[config.mk]
export PLATFORM = sky130hd
export DESIGN_NAME = mem_arbiter
export DESIGN_NICKNAME = d
export VERILOG_FILES = /design/src/rtl/mem_arbiter.sv
export SDC_FILE = /design/constraint.sdc
export NUM_CORES = 1
export LEC_CHECK = 0
export CAP_MARGIN = 20
export CORE_MARGIN = 5
export CORE_UTILIZATION = 43
export DETAILED_ROUTE_END_ITERATION = 16
export GPL_TIMING_DRIVEN = 0
export PLACE_DENSITY = 0.84
export SYNTH_ARGS = -nofsm -noshare
export SYNTH_HDL_FRONTEND = slang
export SYNTH_SLANG_ARGS = --single-unit
[constraint.sdc]
create_clock -name clock -period 2.9 [get_ports clock]
set_clock_uncertainty 0.1 [all_clocks]
set_input_delay 0.58 -clock clock [delete_from_list [all_inputs] [get_ports clock]]
set_output_delay 0.58 -clock clock [all_outputs]
set_load 0.01 [all_outputs]
[src/rtl/mem_arbiter.sv]
// Round-robin arbiter sharing one synchronous fixed-latency memory between the
// CPU port (p0) and a DMA/loader port (p1); one registered command per access.
module mem_arbiter #(
    parameter int AW      = 32,
    parameter int DW      = 32,
    parameter int MEM_LAT = 1
) (
    input  logic          clock,
    input  logic          reset,
    input  logic          p0_req,
    input  logic          p0_we,
    input  logic [AW-1:0] p0_addr,
    input  logic [DW-1:0] p0_wdata,
    output logic          p0_ack,
    output logic [DW-1:0] p0_rdata,
    input  logic          p1_req,
    input  logic          p1_we,
    input  logic [AW-1:0] p1_addr,
    input  logic [DW-1:0] p1_wdata,
    output logic          p1_ack,
    output logic [DW-1:0] p1_rdata,
    output logic          mem_en,
    output logic          mem_we,
    output logic [AW-1:0] mem_addr,
    output logic [DW-1:0] mem_wdata,
    input  logic [DW-1:0] mem_rdata,
    output logic          busy,
    output logic          owner
);

    localparam int            CW       = (MEM_LAT > 1) ? $clog2(MEM_LAT) : 1;
    localparam logic [CW-1:0] CNT_INIT = CW'(MEM_LAT - 1);

    typedef enum logic [1:0] {IDLE, ISSUE, WAIT, DONE} state_t;

    state_t        state, state_next;
    logic [CW-1:0] cnt, cnt_next;
    logic          last, last_next;
    logic          gnt_valid, gnt_port;

    logic          mem_en_next, mem_we_next;
    logic [AW-1:0] mem_addr_next;
    logic [DW-1:0] mem_wdata_next;
    logic          p0_ack_next, p1_ack_next;
    logic [DW-1:0] p0_rdata_next, p1_rdata_next;
    logic          owner_next, busy_next;

    // On contention the port that did not win last time is served.
    assign gnt_valid = p0_req | p1_req;
    assign gnt_port  = p1_req & (~p0_req | ~last);

    always_ff @(posedge clock) begin
        // NOTE: registers use non-blocking assignments so every flop samples
        // pre-edge values regardless of the order the processes are evaluated.
        if (reset) state <= IDLE;
        else       state <= state_next;
    end

    always_comb begin
        // NOTE: assign a default before the case so no path leaves the
        // variable unassigned, which would infer a latch.
        state_next = state;
        case (state)
            IDLE:    if (gnt_valid) state_next = ISSUE;
            ISSUE:   state_next = mem_we ? DONE : WAIT;
            WAIT:    if (cnt == '0) state_next = DONE;
            DONE:    state_next = IDLE;
            default: state_next = IDLE;
        endcase
    end

    always_comb begin
        mem_en_next    = 1'b0;
        mem_we_next    = 1'b0;
        mem_addr_next  = mem_addr;
        mem_wdata_next = mem_wdata;
        p0_ack_next    = 1'b0;
        p1_ack_next    = 1'b0;
        p0_rdata_next  = p0_rdata;
        p1_rdata_next  = p1_rdata;
        owner_next     = owner;
        last_next      = last;
        cnt_next       = cnt;
        busy_next      = (state_next != IDLE);
        case (state)
            IDLE: begin
                if (gnt_valid) begin
                    mem_en_next    = 1'b1;
                    mem_we_next    = gnt_port ? p1_we    : p0_we;
                    mem_addr_next  = gnt_port ? p1_addr  : p0_addr;
                    mem_wdata_next = gnt_port ? p1_wdata : p0_wdata;
                    owner_next     = gnt_port;
                    last_next      = gnt_port;
                end
            end
            ISSUE: begin
                if (mem_we) begin
                    p0_ack_next = ~owner;
                    p1_ack_next = owner;
                end else begin
                    cnt_next = CNT_INIT;
                end
            end
            WAIT: begin
                if (cnt != '0) begin
                    cnt_next = cnt - CW'(1);
                end else begin
                    // Only the owner's read register is updated.
                    p0_ack_next = ~owner;
                    p1_ack_next = owner;
                    if (owner) p1_rdata_next = mem_rdata;
                    else       p0_rdata_next = mem_rdata;
                end
            end
            default: ;
        endcase
    end

    always_ff @(posedge clock) begin
        if (reset) begin
            mem_en    <= 1'b0;
            mem_we    <= 1'b0;
            mem_addr  <= '0;
            mem_wdata <= '0;
            p0_ack    <= 1'b0;
            p1_ack    <= 1'b0;
            p0_rdata  <= '0;
            p1_rdata  <= '0;
            owner     <= 1'b0;
            busy      <= 1'b0;
            last      <= 1'b1;
            cnt       <= '0;
        end else begin
            mem_en    <= mem_en_next;
            mem_we    <= mem_we_next;
            mem_addr  <= mem_addr_next;
            mem_wdata <= mem_wdata_next;
            p0_ack    <= p0_ack_next;
            p1_ack    <= p1_ack_next;
            p0_rdata  <= p0_rdata_next;
            p1_rdata  <= p1_rdata_next;
            owner     <= owner_next;
            busy      <= busy_next;
            last      <= last_next;
            cnt       <= cnt_next;
        end
    end

endmodule

==> out/qor.log, run 1 <==
[power_and_ir_drop] total power density per cell area 868 nW/um^2
[setup_path] kind of end point of the critical path primary output
[placed_design] HPWL after detailed placement 16000 um
[routing] number of remaining DRC errors 0
[sta] time the worst path needs with I/O delays and setup 2.21 ns
[routing] via/cell ratio 5.08
[finish] share of layout cells above drive strength 1 14.7%
[floorplanning] boundary pin count 300
[sta] final worst slack 0.691 ns
[worst_hold_path] Hold Path Class flip-flop to flip-flop
[floorplanning] Vert. Die Dim 126 um
[cts] number of gates given a new drive strength after cts 0
[sta] worst max-slew margin expressed relative to the limit 51.2%
[cts] CTS H-tree depth 4
[finish] Net count, final 1161
[finish] Area Growth Syn to Fin 67.2%
[setup_path] Critical-path top delay cell clkdlybuf4s50_1
[setup_path] register-to-register setup slack 0.92 ns
[floorplanning] initial standard-cell utilization of the core 43.5%
[setup_path] data arrival time at the worst-slack endpoint 1.53 ns
[cts] CTS tree yes
[power_and_ir_drop] P_leak 3.55 nW
[run_status] result of the run completed
[cts] clock buffers created by TritonCTS 17
[placed_design] weighted congestion at the end of routability-driven global placement 0.853
[routing] Detailed Routing Iterations Pass 1 4
[setup_path] biggest fanout along the worst timing path 8
[power_and_ir_drop] Peak VDD IR 475 uV
[global_route] met3 GRT Util 10.5%
[synthesis] Synth Instances 674
[synthesis] register bit count reported by yosys 137
[sta] setup TNS 0 ns
[global_route] met1 track demand over resource 29.0%
[setup_path] Crit path max-delay family buffers and inverters
[setup_path] critical path launch point type flip-flop
[sta] minimum hold slack 0.351 ns
[routing] average wire per cell in the routed design 17.9 um
[sta] Fmax 0.453 GHz
[floorplanning] site row count 42
[floorplanning] core area 13200 um^2
[cts] count of clock tree sinks 137
[routing] total number of vias 6000
[floorplanning] Chip Width 126 um
[routing] violation count after the first detailed-routing iteration 325
[synthesis] Syn Std Cell Area 5740 um^2
[global_route] via count of the first global-routing pass 6027
[setup_path] total buffers and inverters traversed by the critical path 1
[setup_path] CP Data Required Time 2.22 ns
[synthesis] syn nets 844
[synthesis] Syn Area/Cell 8.52 um^2
[sta] final setup vio count 0
[synthesis] fraction of registers with async set/reset 0%
[setup_path] delay contributed by the slowest stage of the critical path 0.65 ns
[routing] overall routed net length 21100 um
[sta] RSZ-0062 raised after global routing no
[cts] setup fix buffers added after clock tree synthesis 0
[placed_design] Setup Slack @ Placement 0.490 ns
[placed_design] Placed Instances 1148
[global_route] met2 layer usage reported by global route 44.9%
[synthesis] main flop type after synthesis dfxtp_1
[sta] fraction of the cycle the final worst path needs 76.2%
[cts] number of hold-repair buffers added at the cts stage 0
[cts] clock root cell clkbuf_16
[synthesis] sequential fraction of the synthesis area 47.8%
[cts] number of buffers on the longest clock path 2
[floorplanning] floorplan die area 15800 um^2
[cts] clock insertion delay at the later pin of the skew report 0.42 ns
[routing] Post-DRT Antenna Nets 0
[setup_path] ordered cell list for the critical path clkdlybuf4s50_1
[cts] clock slew at reported path FFs 0.06 ns
[sta] final hold vios 0
[finish] final cell count without fillers 1181
[synthesis] Post-synth EDFFs 0
[sta] count of pins over their slew limit 0
[global_route] combined global-route utilization of all metal layers 26.0%
[global_route] GRT Max-Usage Layer met2
[global_route] antenna violations before repair 1
[setup_path] type of the worst setup path flip-flop to primary output
[global_route] grt total ovfl 0
[global_route] pin count of the biggest net entering global routing 17
[flow_run] maxcap violations 0
[sta] Slew @ Worst Pin 0.732 ns
[synthesis] number of synthesis warnings 0
[global_route] first-pass GRT wire length 32300 um
[placed_design] number of buffers inserted by port buffering 298
[synthesis] post-synth cell types 31
==> cells in the mapped netlist (2+ instances only) <==
library cell	n	area (um^2)
inv_1	3	11.3
buf_4	7	52.6
dfxtp_1	137	2740
a211oi_2	40	500
buf_12	4	80.1
a21oi_1	90	450
clkbuf_1	22	82.6
nand2_1	194	728
ha_1	4	50.1
a21oi_2	40	350
buf_6	2	22.5
nor2_1	68	255
nor2b_1	2	12.5
a211oi_1	24	180
buf_2	21	105
==> cells by family (layout without fill, tap and decap cells) <==
| kind of cell | Yosys count | in the layout | synth area share [%] |
|---|---|---|---|
| other | 0 | 1 | 0 |
| adder cells (fa/ha/maj) | 4 | 4 | 0.872 |
| AND/OR/NAND/NOR | 270 | 270 | 18.0 |
| multiplexers | 1 | 1 | 0.174 |
| AO/OA/AOI/OAI | 202 | 202 | 26.9 |
| flip-flops | 137 | 137 | 47.8 |
| buffers and inverters | 60 | 390 | 6.23 |
==> flip-flops by register name, summed over array words and instances (netlist names) <==
| name | cells |
|---|---|
| p0_ack | 1 |
| last | 1 |
| busy | 1 |
| mem_addr | 32 |
| mem_en | 1 |
| owner | 1 |
| state | 2 |
| mem_wdata | 32 |
| mem_we | 1 |
| p0_rdata | 32 |
| p1_ack | 1 |
| p1_rdata | 32 |
==> cell usage in the layout (no fill, tap or decap), drive strengths merged <==
| cell type | instances |
|---|---|
| ha | 4 |
| or4b | 1 |
| o21a | 1 |
| diode | 1 |
| clkinvlp | 1 |
| a21o | 1 |
| clkdlybuf4s50 | 298 |
| a22oi | 1 |
| clkbuf | 40 |
| and3 | 1 |
| and2 | 1 |
| nor2b | 2 |
| buf | 35 |
| nor2 | 68 |
| a31oi | 1 |
| nand2b | 1 |
| clkinv | 4 |
| mux2i | 1 |
| a21bo | 1 |
| or2 | 1 |
| o21ai | 2 |
| a21oi | 130 |
| dfxtp | 137 |
| nand2 | 194 |
| bufinv | 5 |
| a21boi | 1 |
| nor3 | 1 |
| a211oi | 64 |
| inv | 7 |
==> metrics by stage <==
step	power [mW]	util, %	instance area (um^2)
final	8.33	72.8	9600
after global placement	5.88	67.8	8940
after CTS	8.38	72.8	9600
after detailed placement	5.95	67.8	8940
after global routing	8.76	72.8	9600
after floorplan	4.40	-	5740
==> where the power goes <==
| part | leakage, nW | total (mW) | switching [mW] | internal (mW) |
|---|---|---|---|---|
| Clock | 0.321 | 2.41 | 0.853 | 1.56 |
| Sequential | 1.12 | 2.57 | 0.233 | 2.34 |
| Combinational | 2.10 | 3.35 | 1.72 | 1.63 |
| Total | 3.55 | 8.33 | 2.81 | 5.53 |
==> layout make-up <==
| class | count | area (um^2) |
|---|---|---|
| fill | 996 | 3590 |
| buffer | 57 | 347 |
| antenna | 1 | 2.50 |
| multi-input combinational | 477 | 2640 |
| clock inverter | 14 | 216 |
| timing repair buffer | 298 | 2980 |
| sequential | 137 | 2740 |
| clock buffer | 18 | 439 |
| tap | 176 | 220 |
| inverter | 3 | 11.3 |
==> worst paths after layout <==
path / start / end / cells after the start
min reg2reg: p1_rdata[14] / p1_rdata[14] / 2
max reg2reg: state[0] / p0_rdata[12] / 7
min: p1_rdata[14] / p1_rdata[14] / 2
max: owner / owner / 1
==> routing by layer <==
metal | share of wire (%) | vias up
met1 | 39 | 2839
met2 | 49 | 236
met4 | 1.6 | 0
met5 | 0 | -
met3 | 10 | 22
li1 | - | 2903
Power figures use the tool's default switching activity.
==> run 2, diff against run 1 <==
CORE_UTILIZATION = 40   (was 43)
PLACE_DENSITY = 0.79   (was 0.84)
clock period = 2.29 ns   (was 2.9 ns; I/O delays follow)
==> run 2 against run 1 <==
Effect of this change: first-iteration DRC count is 25% lower; combinational power up 26%; die area increased by 6.9%; sequential power is 26% higher; final area down 0.56%; power up 23%; cell count is 0.34% higher; critical path depth is the same.
==> out/qor.log, run 2 (synthesized netlist as in run 1, its figures left out) <==
[run_status] result of the run completed
[finish] Net count, final 1161
[global_route] met2 layer usage reported by global route 40.7%
[routing] total number of vias 5938
[cts] setup fix buffers added after clock tree synthesis 0
[power_and_ir_drop] net switching power figure 3.49 mW
[routing] number of remaining DRC errors 0
[setup_path] Critical-path top delay cell clkdlybuf4s50_1
[sta] time the worst path needs with I/O delays and setup 2.09 ns
[global_route] met1 track demand over resource 28.2%
[cts] CTS tree yes
[global_route] grt total ovfl 0
[routing] violation count after the first detailed-routing iteration 245
[floorplanning] initial standard-cell utilization of the core 41.0%
[placed_design] number of buffers inserted by port buffering 298
[sta] final hold vios 0
[sta] setup TNS 0 ns
[global_route] GRT Max-Usage Layer met2
[setup_path] biggest fanout along the worst timing path 8
[power_and_ir_drop] share of total power consumed by net switching 34.0%
[cts] clock slew at reported path FFs 0.06 ns
[setup_path] ordered cell list for the critical path clkdlybuf4s50_1
[floorplanning] core area 14000 um^2
[setup_path] delay contributed by the slowest stage of the critical path 0.64 ns
[routing] Detailed Routing Iterations Pass 1 4
[flow_run] maxcap violations 0
[sta] RSZ-0062 raised after global routing no
[finish] final cell count without fillers 1185
[sta] final setup vio count 0
[global_route] pin count of the biggest net entering global routing 17
[cts] number of hold-repair buffers added at the cts stage 0
[floorplanning] floorplan die area 16900 um^2
[global_route] first-pass GRT wire length 31900 um
[finish] leading cell type in the layout, fill and taps excluded clkdlybuf4s50_1
[power_and_ir_drop] total power density per cell area 1070 nW/um^2
[routing] average wire per cell in the routed design 17.8 um
[finish] share of layout cells above drive strength 1 14.4%
[routing] Post-DRT Antenna Nets 0
[floorplanning] Vert. Die Dim 130 um
[global_route] met3 GRT Util 10.3%
[cts] clock root cell clkbuf_16
[finish] Area Growth Syn to Fin 66.3%
[setup_path] total buffers and inverters traversed by the critical path 1
[finish] fill cell count 1182
[power_and_ir_drop] Internal Pwr Total 6.77 mW
[setup_path] type of the worst setup path flip-flop to primary output
[cts] CTS H-tree depth 4
[cts] number of gates given a new drive strength after cts 0
[worst_hold_path] Hold Path Class flip-flop to flip-flop
[routing] overall routed net length 21000 um
[sta] Slew @ Worst Pin 0.742 ns
[power_and_ir_drop] P_leak 3.51 nW
[power_and_ir_drop] part of the total power dissipated in the clock network 27.1%
[cts] count of clock tree sinks 137
[power_and_ir_drop] register share of total power 31.7%
[sta] count of pins over their slew limit 0
[global_route] combined global-route utilization of all metal layers 24.4%
[global_route] via count of the first global-routing pass 5975
[setup_path] CP Data Required Time 1.73 ns
[finish] commonest cells after routing, fill and taps aside 298 x clkdlybuf4s50_1, 194 x nand2_1, 137 x dfxtp_1
[placed_design] weighted congestion at the end of routability-driven global placement 0.862
[sta] worst max-slew margin expressed relative to the limit 50.5%
[sta] Fmax 0.480 GHz
[power_and_ir_drop] share of power burned in combinational logic 41.2%
[floorplanning] site row count 43
[global_route] antenna violations before repair 2
[cts] number of buffers on the longest clock path 2
[cts] clock buffers created by TritonCTS 17
[setup_path] critical path launch point type flip-flop
[setup_path] Crit path max-delay family buffers and inverters
[setup_path] kind of end point of the critical path primary output
[finish] area of the multi-input gates 2640 um^2
[cts] clock insertion delay at the later pin of the skew report 0.41 ns
[sta] fraction of the cycle the final worst path needs 91.1%
[placed_design] Placed Instances 1152
[finish] Reg area 2740 um^2
[floorplanning] Chip Width 130 um
[power_and_ir_drop] Peak VDD IR 519 uV
[floorplanning] boundary pin count 300
[setup_path] data arrival time at the worst-slack endpoint 1.53 ns
[routing] via/cell ratio 5.01
[placed_design] HPWL after detailed placement 16100 um
[run 2: changes by cell type in the layout (fill, tap and decap cells not counted)]
cell and change:
clkinv_2 -2, inv_6 -2, diode_2 +1, clkinvlp_4 +2
clkbuf_1 +3, bufinv_16 -2
[run 2: worst paths after layout]
path / endpoint / startpoint / slack, ns / cells past startpoint
worst max-delay path: owner / owner / 0.20 / 1
worst min-delay path: p0_rdata[4] / p0_rdata[4] / 0.35 / 2
worst max register to register: p0_rdata[20] / state[0] / 0.48 / 7
worst min register to register: p0_rdata[4] / p0_rdata[4] / 0.35 / 2
[run 2: power by group through the flow]
stage	registers, mW	logic [mW]	clock network [mW]
after floorplan	3.54	2.03	0
after global placement	3.28	4.19	0
after detailed placement	3.30	4.25	0
after CTS	3.25	4.27	2.83
after global routing	3.32	4.59	2.94
final	3.25	4.22	2.79
[run 2: area by class of cell]
cell class	count	area share [%]
timing repair buffer	298	31.2
sequential	137	28.7
multi-input combinational	477	27.7
clock buffer	21	4.72
buffer	57	3.63
tap	180	2.36
clock inverter	10	1.51
inverter	3	0.118
antenna	2	0.0524
[run 2: stage by stage]
step,utilization [%],power (mW),setup WS [ns],area (um^2),hold slack (ns)
2_1_floorplan,-,5.57,0.785,5740,0.381
3_3_place_gp,64.0,7.47,0.0307,8950,0.341
3_5_place_dp,64.0,7.55,0.0100,8950,0.346
4_1_cts,68.2,10.4,0.196,9540,0.353
5_1_grt,68.3,10.9,0.143,9550,0.374
6_report,68.3,10.3,0.205,9550,0.351
[run 2: metal layers]
layer,share of wire [%],up-vias
li1,-,2906
met1,40,2754
met2,47,244
met3,11,34
met4,2.2,0
met5,0,-
